$ cat src/rtl/loader_pkg.sv
// Shared types and constants for the UART instruction-memory loader.
package loader_pkg;

    typedef enum logic [1:0] {
        ST_IDLE    = 2'd0,
        ST_COLLECT = 2'd1,
        ST_WRITE   = 2'd2,
        ST_DONE    = 2'd3
    } loader_state_e;

    localparam logic [31:0] END_MARKER_DEF = 32'hFFFF_FFFF;
    localparam int unsigned BYTES_PER_WORD = 4;
    localparam int unsigned BYTE_IDX_W     = $clog2(BYTES_PER_WORD);

endpackage

$ cat src/rtl/uart_imem_loader_if.sv
// UART byte stream in, instruction-memory write port out.
interface uart_imem_loader_if #(
    parameter int unsigned ADDR_W = 8
) ();
    logic              rx_valid;
    logic [7:0]        rx_data;
    logic              rx_break;
    logic              imem_we;
    logic [ADDR_W-1:0] imem_addr;
    logic [31:0]       imem_wdata;

    modport master (
        output rx_valid, rx_data, rx_break,
        input  imem_we, imem_addr, imem_wdata
    );

    modport slave (
        input  rx_valid, rx_data, rx_break,
        output imem_we, imem_addr, imem_wdata
    );
endinterface

$ cat src/rtl/uart_imem_loader_packer.sv
// Little-endian byte-to-word packer; byte_idx is exported only when
// LOADER_TIMEOUT_EN is defined (the timeout is its only consumer).
module uart_word_packer
    import loader_pkg::*;
(
    input  logic                  clk,
    input  logic                  resetn,
    input  logic                  accept,
    input  logic                  clear,
    input  logic [7:0]            data,
`ifdef LOADER_TIMEOUT_EN
    output logic [BYTE_IDX_W-1:0] byte_idx,
`endif
    output logic                  word_ready_c,
    output logic [31:0]           word_c
);

    logic [BYTE_IDX_W-1:0] idx_q;
    logic [31:0]           shreg_q;

    // New byte enters at the top, so after four shifts the first byte is the LSB.
    assign word_c       = {data, shreg_q[31:8]};
    assign word_ready_c = accept && (idx_q == BYTE_IDX_W'(BYTES_PER_WORD - 1));

`ifdef LOADER_TIMEOUT_EN
    assign byte_idx = idx_q;
`endif

    always_ff @(posedge clk or negedge resetn) begin
        if (!resetn) begin
            idx_q   <= '0;
            shreg_q <= '0;
        end else if (clear) begin
            idx_q   <= '0;
            shreg_q <= '0;
        end else if (accept) begin
            idx_q   <= idx_q + BYTE_IDX_W'(1);
            shreg_q <= word_c;
        end
    end

endmodule

$ cat src/rtl/uart_imem_loader.sv
// Boot loader: packs UART bytes into words and writes them to IMEM from address 0.
// Optional idle timeout for partial words: define LOADER_TIMEOUT_EN.
module uart_imem_loader
    import loader_pkg::*;
#(
    parameter int unsigned IMEM_DEPTH = 256,
    parameter int unsigned ADDR_W     = 8,
    parameter logic [31:0] END_MARKER = END_MARKER_DEF
`ifdef LOADER_TIMEOUT_EN
    , parameter int unsigned TIMEOUT_CYC = 2_000_000
`endif
) (
    input  logic                   clk,
    input  logic                   resetn,
    input  logic                   load_en,
    uart_imem_loader_if.slave      bus,
    output logic [ADDR_W:0]        word_count,
    output logic                   write_done,
    output logic                   overflow
);

    localparam int unsigned CNT_W = ADDR_W + 1;

    localparam logic [1:0] IDLE    = ST_IDLE;
    localparam logic [1:0] COLLECT = ST_COLLECT;
    localparam logic [1:0] WRITE   = ST_WRITE;
    localparam logic [1:0] DONE    = ST_DONE;

    logic [1:0]        state_q, state_d;
    logic              we_q, we_d;
    logic [ADDR_W-1:0] addr_q, addr_d;
    logic [31:0]       wdata_q, wdata_d;
    logic [CNT_W-1:0]  cnt_q, cnt_d;
    logic              done_q, done_d;
    logic              ovf_q, ovf_d;

    logic        accept_c;
    logic        clear_c;
    logic        timeout_c;
    logic        word_ready_c;
    logic [31:0] word_c;

    assign accept_c = bus.rx_valid && load_en && !bus.rx_break && (state_q != DONE);
    assign clear_c  = bus.rx_break || timeout_c;

`ifdef LOADER_TIMEOUT_EN
    localparam int unsigned TO_W = $clog2(TIMEOUT_CYC + 1);

    logic [BYTE_IDX_W-1:0] byte_idx;
    logic [TO_W-1:0]       to_cnt_q;

    assign timeout_c = (to_cnt_q == TO_W'(TIMEOUT_CYC));

    // Counts idle cycles only while a partial word is pending.
    always_ff @(posedge clk or negedge resetn) begin
        if (!resetn) begin
            to_cnt_q <= '0;
        end else if (accept_c || timeout_c || (byte_idx == '0)) begin
            to_cnt_q <= '0;
        end else begin
            to_cnt_q <= to_cnt_q + TO_W'(1);
        end
    end
`else
    assign timeout_c = 1'b0;
`endif

    uart_word_packer u_packer (
        .clk          (clk),
        .resetn       (resetn),
        .accept       (accept_c),
        .clear        (clear_c),
        .data         (bus.rx_data),
`ifdef LOADER_TIMEOUT_EN
        .byte_idx     (byte_idx),
`endif
        .word_ready_c (word_ready_c),
        .word_c       (word_c)
    );

    always_ff @(posedge clk or negedge resetn) begin
        if (!resetn) begin
            state_q <= IDLE;
            we_q    <= 1'b0;
            addr_q  <= '0;
            wdata_q <= '0;
            cnt_q   <= '0;
            done_q  <= 1'b0;
            ovf_q   <= 1'b0;
        end else begin
            state_q <= state_d;
            we_q    <= we_d;
            addr_q  <= addr_d;
            wdata_q <= wdata_d;
            cnt_q   <= cnt_d;
            done_q  <= done_d;
            ovf_q   <= ovf_d;
        end
    end

    // Word disposition is decided in the accept cycle so the strobe lands one cycle later.
    always_comb begin
        state_d = state_q;
        we_d    = 1'b0;
        addr_d  = addr_q;
        wdata_d = wdata_q;
        cnt_d   = cnt_q;
        done_d  = done_q;
        ovf_d   = ovf_q;

        if (we_q) cnt_d = cnt_q + CNT_W'(1);

        case (state_q)
            IDLE: begin
                if (accept_c) state_d = COLLECT;
            end
            COLLECT: begin
                if (word_ready_c) begin
                    if (word_c == END_MARKER) begin
                        done_d  = 1'b1;
                        state_d = DONE;
                    end else if (cnt_q == CNT_W'(IMEM_DEPTH)) begin
                        done_d  = 1'b1;
                        ovf_d   = 1'b1;
                        state_d = DONE;
                    end else begin
                        we_d    = 1'b1;
                        addr_d  = cnt_q[ADDR_W-1:0];
                        wdata_d = word_c;
                        state_d = WRITE;
                    end
                end
            end
            WRITE:   state_d = COLLECT;
            DONE:    state_d = DONE;
            default: state_d = IDLE;
        endcase
    end

    assign bus.imem_we    = we_q;
    assign bus.imem_addr  = addr_q;
    assign bus.imem_wdata = wdata_q;
    assign word_count     = cnt_q;
    assign write_done     = done_q;
    assign overflow       = ovf_q;

endmodule
$ cat src/flat_wrapper.sv
// flat-port wrapper written by rule: the top's interface ports become plain ports
module uart_imem_loader_flat import loader_pkg::*;
#(
    parameter int unsigned IMEM_DEPTH = 256,
    parameter int unsigned ADDR_W     = 8,
    parameter logic [31:0] END_MARKER = END_MARKER_DEF

)
  (clk, resetn, load_en, word_count, write_done, overflow, bus_rx_valid, bus_rx_data, bus_rx_break, bus_imem_we, bus_imem_addr, bus_imem_wdata);
  uart_imem_loader_if #(.ADDR_W(ADDR_W)) bus_i ();
  input  logic clk;
  input  logic resetn;
  input  logic load_en;
  output logic [ADDR_W:0] word_count;
  output logic write_done;
  output logic overflow;
  input wire logic [$bits(bus_i.rx_valid)-1:0] bus_rx_valid;
  input wire logic [$bits(bus_i.rx_data)-1:0] bus_rx_data;
  input wire logic [$bits(bus_i.rx_break)-1:0] bus_rx_break;
  output wire logic [$bits(bus_i.imem_we)-1:0] bus_imem_we;
  output wire logic [$bits(bus_i.imem_addr)-1:0] bus_imem_addr;
  output wire logic [$bits(bus_i.imem_wdata)-1:0] bus_imem_wdata;
  assign bus_i.rx_valid = bus_rx_valid;
  assign bus_i.rx_data = bus_rx_data;
  assign bus_i.rx_break = bus_rx_break;
  assign bus_imem_we = bus_i.imem_we;
  assign bus_imem_addr = bus_i.imem_addr;
  assign bus_imem_wdata = bus_i.imem_wdata;
  uart_imem_loader #(.IMEM_DEPTH(IMEM_DEPTH), .ADDR_W(ADDR_W), .END_MARKER(END_MARKER)) u_core (.clk(clk), .resetn(resetn), .load_en(load_en), .bus(bus_i), .word_count(word_count), .write_done(write_done), .overflow(overflow));
endmodule
$ cat config.mk
export PLATFORM = sky130hd
export DESIGN_NAME = uart_imem_loader_flat
export DESIGN_NICKNAME = d
export VERILOG_FILES = /design/src/rtl/loader_pkg.sv /design/src/rtl/uart_imem_loader_if.sv /design/src/rtl/uart_imem_loader_packer.sv /design/src/rtl/uart_imem_loader.sv /design/src/flat_wrapper.sv
export SDC_FILE = /design/constraint.sdc
export NUM_CORES = 1
export LEC_CHECK = 0
export ABC_CLOCK_PERIOD_IN_PS = 4100
export CORE_ASPECT_RATIO = 0.6
export CORE_MARGIN = 5
export CORE_UTILIZATION = 56
export DETAILED_ROUTE_END_ITERATION = 12
export GPL_ROUTABILITY_DRIVEN = 1
export PLACE_DENSITY_LB_ADDON = 0.05
export SETUP_SLACK_MARGIN = 0.02
export SLEW_MARGIN = 5
export SYNTH_ARGS = -nofsm -noshare
export SYNTH_HDL_FRONTEND = slang
export SYNTH_SLANG_ARGS = --single-unit
$ cat constraint.sdc
create_clock -name clk -period 4.1 [get_ports clk]
set_clock_uncertainty 0.1 [all_clocks]
set_input_delay 0.82 -clock clk [delete_from_list [all_inputs] [get_ports clk]]
set_output_delay 0.82 -clock clk [all_outputs]
set_load 0.05 [all_outputs]
==> summary.txt, run 1 <==
Cells and area
  • Non-filler cells, final: 417
  • Layout cells sized above 1: a little under a fifth
  • Nets: ~340
  • ANT cells: 0
  • Area growth, synth to finish: 26.2%

Pwr
  • Peak supply drop: between 0.0002 and 0.00025 V
  • PwrDens: 355 nW/um^2
  • Lkg Pwr: ~2.2 nW

Detailed routing
  • Vias per cell: roughly 5.3
  • Post-Route WL: 6930 um
  • Post-route ant nets: 0
  • DR pass1 iterations: 5
  • Vias: 2,220
  • DRC Markers: 0
  • Initial DRC count: between 100 and 150
  • WL/cell: around 17 um

Timing
  • Least-Margin Pin Slew: 966 ps
  • Slew headroom: about 36%
  • Max Slew Vio Count: 0
  • Final hold violations: 0
  • Final Cycle Share: 72.4%
  • Min cycle time layout: 2970 ps
  • FMAX: between 0.3 and 0.4 GHz
  • RSZ-0062 raised after global routing: false
  • Setup_tns: 0 ps
  • Final setup viols: 0

Worst setup path
  • WS Path Type: input pin to flop
  • Critical path arrival: approximately 3100 ps
  • Worst setup EP type: flop
  • Worst-path fanout max: between 40 and 50
  • Flop2flop setup slack: roughly 1600 ps
  • CP Data Required Time: ~4200 ps
  • CP Launch Type: input pin

Global routing
  • Global-route wire length before repair: roughly 12,000 um
  • GRT overflow: 0
  • Initial antenna violation count: 0
  • Total Routing Usage GR: around a fifth
  • Largest net degree at the start of global routing: a little over 80
  • Vias in the first global route: about 2.2k

Clocking
  • Clk_lat worst skew: between 300 and 400 ps
  • CTS Hold Bufs: 0
  • Inserted Clock Buffers: 9
  • H-tree levels: 3
  • CTS tree: done
  • Worst-path clk slew: around 80 ps
  • Setup Fix Bufs, Post-CTS: 0
  • Post-CTS resize count: 0
  • CTS Buffer Depth: 2
  • Clock Tree Root: clkbuf_8
  • Clock sink count: 80

Die
  • I/O pins: 65
  • Die area: 7820 um^2
  • Die height: between 70 and 80 um
  • # rows: 22
  • Die X: 111 um
  • Initial Util: a little under three fifths
  • Core area: between 6000 and 7000 um^2

Run status
  • Status: finished clean

Placement
  • Placed cells: 401
  • Post-DP HPWL: roughly 4700 um
  • GP Congestion: ~0.8
  • Port bufs: between 60 and 70

Logic synthesis
  • Dominant cells by area after synthesis: dfrtp_1 59%, mux2_4 17%, nand2_1 6.7%
  • Register area share after synthesis: 58.5%
  • Area leader, netlist: dfrtp_1
  • Ys Warns: 0
  • Post-synthesis register bit count: 80
  • Mean area per synthesized cell: about 13 um^2
  • Post-synthesis cell count: approximately 260
  • Count of different cell masters after synthesis: 26
  • Share of the synthesized area in the top cell type: between 50% and 60%
  • Syn Nets: 280
  • Mapped Area: about 3400 um^2

Worst hold path
  • Hold Crit Class: flop to flop

Flow run
  • Max_cap viols: 0
-- registers in the layout, summed over array words and instances (netlist names) --
register	count
u_core.state_q	2
u_core.overflow	1
u_core.u_packer.idx_q	2
u_core.u_packer.shreg_q	24
u_core.write_done	1
u_core.bus.imem_we	1
u_core.bus.imem_addr	8
u_core.bus.imem_wdata	32
u_core.word_count	9
-- per-stage QoR --
stage	hold WS [ps]	util [%]	setup slack, ps	power (mW)	cell area, um^2
finish	402	71.6	1130	1.53	4310
global route	409	71.6	990	1.59	4310
CTS	402	71.6	1150	1.54	4310
detailed placement	378	67.9	776	0.916	4090
global placement	379	67.9	792	0.915	4090
floorplan	368	-	1980	0.867	3420
-- worst paths after layout --
| check | from | endpoint | depth (start not counted) |
|---|---|---|---|
| min reg2reg | u_core.word_count[8] | u_core.word_count[8] | 1 |
| min in group asynchronous | resetn | u_core.bus.imem_addr[0] | 1 |
| min | u_core.word_count[8] | u_core.word_count[8] | 1 |
| max in group asynchronous | resetn | u_core.bus.imem_addr[5] | 1 |
| max reg2reg | u_core.word_count[5] | u_core.bus.imem_wdata[15] | 4 |
| max | bus_rx_break | u_core.bus.imem_addr[2] | 6 |
-- layout make-up --
type	instances	area (um^2)
Timing Repair Buffer	65	646
Tap cell	84	105
Clock buffer	9	124
Sequential cell	80	2000
Fill cell	430	1710
Multi-Input combinational cell	169	1330
Clock inverter	7	96.3
Inverter	3	11.3
-- worst max-delay path, stage by stage --
cell and delay [ps]:
clkdlybuf4s50_1 390, buf_4 210, nor2_4 160, and4b_1 290
nand3_4 620, mux2_4 550
-- routing by layer --
metal | share of wire (%) | up-vias | track usage (%)
met1 | 51 | 1104 | 28.8
met5 | 0 | - | 0
met2 | 41 | 75 | 25.1
met3 | 7.1 | 10 | 7.01
met4 | 1.2 | 0 | 6.15
li1 | - | 1031 | -
-- Yosys cell counts --
cell type  number
a21o_1          1
a21oi_1         1
and2_1          1
and3_1          1
and4b_1         1
buf_6           4
clkbuf_1        7
clkbuf_2        1
dfrtp_1        80
ha_1            3
inv_1           3
mux2_2          2
mux2_4         38
nand2_1        61
nand3_4         1
nand3b_1       26
nand4_1        12
nor2_1          4
nor2_4          1
nor2b_1         1
nor4_1          3
o21ai_0         2
o21bai_1        1
o31a_1          1
xnor2_1         4
xor2_1          4
-- where the power goes --
group,total [mW],internal (mW),switching (mW)
combinational,0.0857,0.0322,0.0535
clock,0.633,0.342,0.291
sequential,0.814,0.801,0.0135
-- logic make-up after synthesis --
logic type,Yosys count,synth area share (%)
simple gates,112,17.3
flops,80,58.5
mux,40,17.3
buf+inv,15,2.56
xor+xnor,8,2.05
compound gates,6,1.13
fa+ha+maj,3,1.10
-- layout by cell type (no fill, tap or decap), drive strengths merged --
cell,n
xnor2,4
clkinv,2
bufinv,2
and2,1
and3,1
inv,3
clkdlybuf4s50,63
o21ai,2
clkbuf,9
ha,3
and4b,1
a21o,1
o31a,1
nand3,1
nor4,3
nor2b,1
a21oi,1
buf,2
dfrtp,80
mux2,40
o21bai,1
xor2,4
nand2,61
nor2,5
nand4,12
clkinvlp,3
nand3b,26
Note: power is estimated with default switching activity, not from simulation.
==> run 2, diff against run 1 <==
--- a/config.mk
+++ b/config.mk
@@ -5,10 +5,10 @@
 export SDC_FILE = /design/constraint.sdc
 export NUM_CORES = 1
 export LEC_CHECK = 0
-export ABC_CLOCK_PERIOD_IN_PS = 4100
+export ABC_CLOCK_PERIOD_IN_PS = 2480
 export CORE_ASPECT_RATIO = 0.6
 export CORE_MARGIN = 5
-export CORE_UTILIZATION = 56
+export CORE_UTILIZATION = 47
 export DETAILED_ROUTE_END_ITERATION = 12
 export GPL_ROUTABILITY_DRIVEN = 1
 export PLACE_DENSITY_LB_ADDON = 0.05
==> constraint.sdc (replaced) <==
create_clock -name clk -period 2.48 [get_ports clk]
set_clock_uncertainty 0.1 [all_clocks]
set_input_delay 0.496 -clock clk [delete_from_list [all_inputs] [get_ports clk]]
set_output_delay 0.496 -clock clk [all_outputs]
set_load 0.05 [all_outputs]
==> summary.txt, run 2 (synthesis gave the netlist of run 1 again) <==
Detailed routing
  • Post-route ant nets: 0 (unchanged)
  • DR pass1 iterations: 4 (-1)
  • Initial DRC count: 150 (+4.2%)
  • DRC Markers: 0 (unchanged)
  • WL/cell: 16.8 um (+0.98%)
  • Vias: 2,286 (+3.0%)
  • Vias per cell: 5.17 (-2.9%)
  • Post-Route WL: 7410 um (+7.0%)

Clocking
  • CTS tree: done
  • Inserted Clock Buffers: 9 (unchanged)
  • Worst-path clk slew: 60 ps (-20 ps)
  • Clock Tree Root: clkbuf_16
  • Setup Fix Bufs, Post-CTS: 0 (unchanged)
  • H-tree levels: 3 (unchanged)
  • Clock sink count: 80 (unchanged)
  • CTS Hold Bufs: 0 (unchanged)
  • CTS Buffer Depth: 2 (unchanged)
  • Post-CTS resize count: 0 (unchanged)
  • Clk_lat worst skew: 340 ps (about the same)

Pwr
  • Int Pwr: 2.10 mW (+78%)
  • Clock Power Share: 44.2% (+2.9 points)
  • Switching power: 0.605 mW (+69%)
  • Lkg Pwr: 2.31 nW (+6.0%)
  • Power share of the combinational group: 5.9% (+0.3 points)
  • Peak supply drop: 0.000406 V (+70%)
  • Sequential share of power: 49.9% (-3.2 points)
  • PwrDens: 594 nW/um^2 (+67%)
  • Sw frac: 22.4% (-0.93 points)

Timing
  • Final worst slack: 183 ps (-950 ps)
  • FMAX: between 0.4 and 0.5 GHz
  • Worst hold slack: 14.7 ps (-387 ps)
  • Final hold violations: 0 (unchanged)
  • Slew headroom: 65.3% (+30 points)
  • RSZ-0062 raised after global routing: false
  • Min cycle time layout: ~2300 ps
  • Least-Margin Pin Slew: 518 ps (-448 ps)
  • Max Slew Vio Count: 0 (unchanged)
  • Final setup viols: 0 (unchanged)
  • Final Cycle Share: between 90% and 100%

Cells and area
  • Nets: 362 (+5.2%)
  • Area growth, synth to finish: 32.9%
  • ANT cells: 0 (unchanged)
  • Most frequent cells in the layout: 80 x dfrtp_1, 63 x clkdlybuf4s50_1, 61 x nand2_1, 38 x mux2_4, 26 x nand3b_1
  • Storage element area: 2000 um^2 (unchanged)
  • Fillers: 583 (+36%)
  • Layout cells sized above 1: 21.4% (+3.3 points)
  • Final non-filler cell area: 4540 um^2 (+5.3%)
  • Multi-input gate area in the final layout: 1330 um^2 (unchanged)
  • Commonest non-fill, non-tap cell in the layout: dfrtp_1
  • Max reg flops: 32 (unchanged)

Die
  • Core area: 7180 um^2 (+19%)
  • Die area: 9140 um^2 (+17%)
  • # rows: 24 (+9.1%)
  • I/O pins: 65 (unchanged)
  • Die height: 76.1 um (+7.9%)
  • Die X: 120 um (+8.3%)
  • Initial Util: 47.6% (-9.1 points)

Global routing
  • Met2 Resource Use GR: 24.8% (-0.37 points)
  • Total Routing Usage GR: 17.7% (-1.3 points)
  • Initial antenna violation count: 0 (unchanged)
  • GRT overflow: 0 (unchanged)
  • Gr busiest metal: met1
  • GRT met3 Usage: 5.71% (-1.3 points)
  • Met1 usage: 25.4% (-3.4 points)
  • Global-route wire length before repair: 12,600 um (+8.0%)
  • Largest net degree at the start of global routing: 35 (-57%)
  • Vias in the first global route: 2,353 (+6.0%)

Placement
  • Place WS: -170 ps (-946 ps)
  • GP Congestion: 0.772 (-3.2%)
  • Placed Area: 4280 um^2 (+4.4%)
  • Post-DP HPWL: 5210 um (+12%)
  • Port bufs: 64 (unchanged)

Worst setup path
  • CP Cell Sequence: clkdlybuf4s50_1
  • CP Data Required Time: 1880 ps (-2350 ps)
  • Worst path bufs/invs: 1 (-1)
  • Worst-path fanout max: 6 (-86%)
  • CP Launch Type: flop
  • Critical path arrival: 1700 ps (-1400 ps)
  • WS Path Type: flop to primary output
  • Largest delay share family, worst path: buffers and inverters
  • Slowest CP cell: clkdlybuf4s50_1
  • Worst setup EP type: primary output
  • Max incr delay on CP: 870 ps (+250 ps)

Run status
  • Status: finished clean

Worst hold path
  • Hold Crit Class: input pin to asynchronous set/reset pin

Flow run
  • Max_cap viols: 0 (unchanged)
run 2: stage by stage:
step	cells	utilization, %	power [mW]	TNS, ps
3_3_place_gp	426	59.6	1.53	-5960
4_1_cts	442	63.3	2.75	0
2_1_floorplan	264	-	1.43	0
3_5_place_dp	426	59.6	1.53	-5780
5_1_grt	442	63.3	2.81	0
6_report	442	63.3	2.70	0
run 2: final cells by class:
| cell class | instances | area share [%] |
|---|---|---|
| clock buffers | 13 | 5.51 |
| clock inverters | 3 | 0.386 |
| inverters | 3 | 0.248 |
| multi-input cells | 169 | 29.3 |
| flip-flops and latches | 80 | 44.1 |
| well taps | 91 | 2.51 |
| repair buffers | 83 | 18.0 |
run 2: path summary, 6_finish.rpt:
kind	from	to	slack [ps]	cells after the start
worst max-delay path	u_core.word_count[0]	word_count[0]	180	1
worst min-delay path	resetn	u_core.bus.imem_addr[0]	10	1
worst max register to register	u_core.u_packer.shreg_q[21]	u_core.bus.imem_wdata[2]	390	6
worst min register to register	u_core.write_done	u_core.write_done	360	1
max in group asynchronous	resetn	u_core.bus.imem_wdata[7]	1710	2
min in group clk	u_core.write_done	u_core.write_done	360	1
run 2: power by group through the flow:
stage          registers (mW)  logic [mW]  clock network (mW)
2_1_floorplan            1.39      0.0440                   0
3_3_place_gp             1.37       0.160                   0
3_5_place_dp             1.37       0.160                   0
4_1_cts                  1.35       0.161                1.24
5_1_grt                  1.35       0.175                1.28
6_report                 1.35       0.158                1.19
run 2: worst reg2reg max path, cell delays in order (launching register included):
cell and delay [ps]:
dfrtp_1 430, nand4_1 140, nor4_1 410, nand2_1 190, nand3_4 150, buf_12 210, mux2_4 330
run 2: routing by layer:
layer / wire length [um] / vias up / share of wire (%)
li1: - / 1073 / -
met1: 3790 / 1158 / 51
met2: 3140 / 42 / 42
met3: 347 / 13 / 4.7
met4: 134 / 0 / 1.8
met5: 0 / - / 0
